[src/rtl/param_register_file.sv]
// Bank of NREG registers sharing one FunSel operation, with per-register enables,
// two combinational read ports and a sticky per-register wrap flag.
module param_register_file #(
  parameter int WIDTH = 16,
  parameter int NREG  = 4,
  localparam int H = WIDTH / 2,
  localparam int S = $clog2(NREG)
) (
  input  logic             Clock,
  input  logic             Reset,
  input  logic [NREG-1:0]  E,
  input  logic [3:0]       FunSel,
  input  logic [WIDTH-1:0] I,
  input  logic [S-1:0]     OutASel,
  input  logic [S-1:0]     OutBSel,
  output logic [WIDTH-1:0] OutA,
  output logic [WIDTH-1:0] OutB,
  output logic [NREG-1:0]  Wrap
);

  localparam logic [WIDTH-1:0] ONE = WIDTH'(1);

  logic [WIDTH-1:0] r_regs [NREG];
  logic [NREG-1:0]  r_wrap;

  logic [WIDTH-1:0] w_next [NREG];
  logic [NREG-1:0]  w_wrap_next;

  function automatic logic [WIDTH-1:0] f_next(
    input logic [WIDTH-1:0] q,
    input logic [3:0]       fs,
    input logic [WIDTH-1:0] din
  );
    logic [WIDTH-1:0] v;
    v = q;
    case (fs)
      4'b0000: v = q - ONE;
      4'b0001: v = q + ONE;
      4'b0010: v = din;
      4'b0011: v = '0;
      4'b0100: v = {{H{1'b0}}, din[H-1:0]};
      4'b0101: v = {q[WIDTH-1:H], din[H-1:0]};
      4'b0110: v = {din[WIDTH-1:H], q[H-1:0]};
      4'b0111: v = {{H{din[H-1]}}, din[H-1:0]};
      4'b1000: v = {q[WIDTH-2:0], 1'b0};
      4'b1001: v = {1'b0, q[WIDTH-1:1]};
      4'b1010: v = {q[WIDTH-1], q[WIDTH-1:1]};
      4'b1011: v = {q[WIDTH-2:0], q[WIDTH-1]};
      4'b1100: v = {q[0], q[WIDTH-1:1]};
      4'b1101: v = (&q) ? q : q + ONE;
      4'b1110: v = (|q) ? q - ONE : q;
      default: v = q;
    endcase
    return v;
  endfunction

  // Wrap only sets on modular inc/dec crossing the boundary; clear wins only via 0011.
  always_comb begin
    w_wrap_next = r_wrap;
    for (int k = 0; k < NREG; k++) begin
      w_next[k] = f_next(r_regs[k], FunSel, I);
      if (FunSel == 4'b0011)
        w_wrap_next[k] = 1'b0;
      else if ((FunSel == 4'b0001 && (&r_regs[k])) ||
               (FunSel == 4'b0000 && !(|r_regs[k])))
        w_wrap_next[k] = 1'b1;
    end
  end

  always_ff @(posedge Clock or negedge Reset) begin
    if (!Reset) begin
      for (int k = 0; k < NREG; k++) r_regs[k] <= '0;
      r_wrap <= '0;
    end else begin
      for (int k = 0; k < NREG; k++) begin
        if (E[k]) begin
          r_regs[k] <= w_next[k];
          r_wrap[k] <= w_wrap_next[k];
        end
      end
    end
  end

  // Read ports decode explicitly so selects beyond NREG-1 return zero.
  always_comb begin
    OutA = '0;
    OutB = '0;
    for (int k = 0; k < NREG; k++) begin
      if (OutASel == S'(k)) OutA = r_regs[k];
      if (OutBSel == S'(k)) OutB = r_regs[k];
    end
  end

  assign Wrap = r_wrap;

endmodule

[config.mk]
export PLATFORM = sky130hd
export DESIGN_NAME = param_register_file
export DESIGN_NICKNAME = d
export VERILOG_FILES = /design/src/rtl/param_register_file.sv
export SDC_FILE = /design/constraint.sdc
export NUM_CORES = 1
export LEC_CHECK = 0
export ABC_AREA = 0
export CORE_ASPECT_RATIO = 0.9
export CORE_MARGIN = 1
export CORE_UTILIZATION = 55
export CTS_BUF_LIST = sky130_fd_sc_hd__clkbuf_2 sky130_fd_sc_hd__clkbuf_4 sky130_fd_sc_hd__clkbuf_8
export DETAILED_ROUTE_END_ITERATION = 8
export PLACE_DENSITY = 0.72
export SLEW_MARGIN = 20
export SYNTH_ARGS = -nofsm -noshare
export SYNTH_HDL_FRONTEND = slang
export SYNTH_SLANG_ARGS = --single-unit
[constraint.sdc]
create_clock -name Clock -period 3.44 [get_ports Clock]
set_input_delay 0.86 -clock Clock [delete_from_list [all_inputs] [get_ports Clock]]
set_output_delay 0.86 -clock Clock [all_outputs]
set_load 0.005 [all_outputs]
==> metrics.txt <==
cells after synthesis 1049; r2r setup slk about 0.74 ns; hpwl dp 22.5 mm; clk buf depth 2; CTS tree built; Clock H-tree levels 3; I/O pin cnt 66; Setup CP Type in -> out; syn_nets between 1k and 1.5k; gpl congestion ~1; vias in the first global route between 8k and 9k; core footprint roughly 14000 um2; Area contributors post-synth dfrtp_1 (22%), mux4_2 (8.8%), a21oi_1 (5.1%), nor2_1 (4.5%), clkbuf_1 (4.4%); top post-synthesis cells by count nor2_1 (94), clkbuf_1 (93), nand2_1 (86), a21oi_1 (80), dfrtp_1 (68); dpl cell area around 9400 um2; synth-to-layout area growth 22.8%; count of input and output buffers 65; post-layout min period ~3.4 ns; RR Startpoint r_regs[45]$_DFFE_PN0P_; number of library cell types mapped by synthesis 85; DRT Pass-1 Iters 7; Total Wirelength roughly 32 mm; wire length per cell approximately 24 um; Max Transition Viols Final 0; EDFF count, synth 0; overall global routing resource usage a little over two fifths; Max Cap Viol 0; status complete, no violations; count leader, synth nor2_1; pin count of the biggest net entering global routing 69; Iteration-0 DRC Markers ~1.3k; die width 128 um; Layout Nets roughly 1.2k; sequential share of the synthesized area 21.5%; share of the synthesized area in the top cell type approximately 22%; CTS Root Cell clkbuf_8; first-pass GRT wire length between 40 and 50 mm; post-route clock period utilization a little over nine tenths; PwrDens ~530 nW/um2; total grt overflow 0; logic gate share of total power roughly half; Worst-Margin Slew between 0.8 and 0.9 ns; ys flop type dfrtp_1; average cell area after synthesis between 7 and 8 um2; unrepaired setup endpoints after global routing no; CP max stage cell clkdlybuf4s50_1; crit path DAT 2.52 ns; die area between 10000 and 15000 um2; r2r endpoint r_regs[47]$_DFFE_PN0P_; Worst Setup End Kind output port; clock sinks 68; Worst-Skew Late Latency 0.39 ns; Final Hold Viols 0; crit-path cells clkdlybuf4s50_1 -> buf_12 -> mux4_2 -> clkdlybuf4s50_1; Vias approximately 9.5k; Power Total between 5 and 6 mW; Initial Utilization 56.3%; cell mode on critical path clkdlybuf4s50_1; hold_buf cts 0; Synth Register Bits between 60 and 70; Clock Skew 0.00787 ns; clock share of power 15.5%; cts bufs inserted 9; Synth area leader dfrtp_1; Yosys warning count 0; Hold WC Path Type in -> async; final setup fails 0; CP Launch Type input pin; via/cell ratio approximately 7; Hold WS roughly 0.46 ns; Post-synth ARST share 100%; Pint around 2.8 mW; Seq pwr share 33.6%; Post-DRT Antenna Nets 0; DRC viols 0; Die Ht 116 um; CP Max Fanout 12; ANT cells 0; layout cell share with drive strength beyond 1 a little under a fifth; number of core rows 41; path depth of the worst reg2reg path 7; slowest stage delay, CP around 0.52 ns; Req. time, crit path 2.58 ns; Clock Pin Slew Worst Setup and Hold Paths approximately 0.08 ns; Max Clk Rate about 300 MHz; VDD IR max about 0.00034 V; P_leak 3.71 nW; antenna violations before repair 0; max_slew headroom between 40% and 50%; Net Sw Frac a little under half; switching power 2.40 mW; Final Cell Area approximately 9700 um2; cell area after synthesis roughly 7900 um2
-- registers in the layout (all words and copies together) (netlist names) --
name,cells
r_regs,64
Wrap,4
-- layout make-up --
type	instances	area, um2
clock inverters	5	85.1
fillers	1220	4340
inverters	28	105
clock buffers	11	145
multi-input cells	819	5580
flip-flops and latches	68	1700
well taps	193	241
repair buffers	199	1860
-- worst max-delay path: cells and delay by family --
family | cells | cell delay [ns]
multiplexers | 1 | 0.51
buffers and inverters | 3 | 1.15
-- routing by layer --
layer | global-route usage, % | vias to the layer above | routed length (um)
met2 | 66.7 | 676 | 14200
met5 | 0 | - | 0
met3 | 12.5 | 147 | 4070
li1 | - | 4195 | -
met4 | 19.8 | 0 | 1670
met1 | 56.9 | 4520 | 11900
-- metrics by stage --
stage	util, %	std cells	worst slack (ns)	TNS [ns]
floorplan	-	1049	0.0000975	0
global placement	67.0	1303	-0.176	-1.79
detailed placement	67.0	1303	-0.228	-2.92
CTS	68.6	1319	0.0000773	0
global route	69.1	1323	0.0142	0
finish	69.1	1323	0.0592	0
-- power groups by stage --
stage	logic (mW)	registers, mW	clock network, mW
floorplan	2.00	1.15	0
global placement	2.55	1.70	0
detailed placement	2.58	1.70	0
CTS	2.59	1.69	0.811
global route	2.85	1.77	0.847
finish	2.64	1.75	0.808
-- cells in the final DEF, fill, tap and decap left out, types with 12 or more instances in the layout --
master / n
a221oi_1: 16
nor3_1: 37
or3_1: 13
a21oi_1: 79
dfrtp_1: 68
mux4_2: 31
buf_12: 13
o21ai_1: 53
buf_4: 120
o21ai_0: 42
inv_1: 26
nand4_1: 32
and3_1: 12
nor2_1: 92
o31a_1: 20
nand3_1: 28
a222oi_1: 17
nand2_1: 86
a221o_1: 16
nor4_1: 17
a31oi_1: 15
o22ai_1: 24
clkdlybuf4s50_1: 62
-- cells by family after synthesis --
logic type	synth area share, %
mux	10.6
simple gates	24.7
fa+ha+maj	0.791
flops	21.5
compound gates	32.0
buf+inv	8.67
xor+xnor	1.74
-- worst max-delay path by stage --
stage                           from                     end  slack, ns  cells after the start
after floorplan            FunSel[2]  r_regs[30]$_DFFE_PN0P_     0.0001                     15
after global placement     FunSel[2]  r_regs[54]$_DFFE_PN0P_      -0.18                     12
after detailed placement   FunSel[2]  r_regs[56]$_DFFE_PN0P_      -0.23                     12
after CTS                 OutASel[1]                 OutA[5]    0.00008                      4
after global routing       FunSel[2]  r_regs[54]$_DFFE_PN0P_       0.01                     12
final                     OutBSel[0]                OutB[10]       0.06                      4
-- repair_timing --
action                                  4_1_cts  5_1_grt
setup buffers                                 0        2
resized for setup                             0        2
endpoints found under the setup margin        0       23
Power figures use the tool's default switching activity.
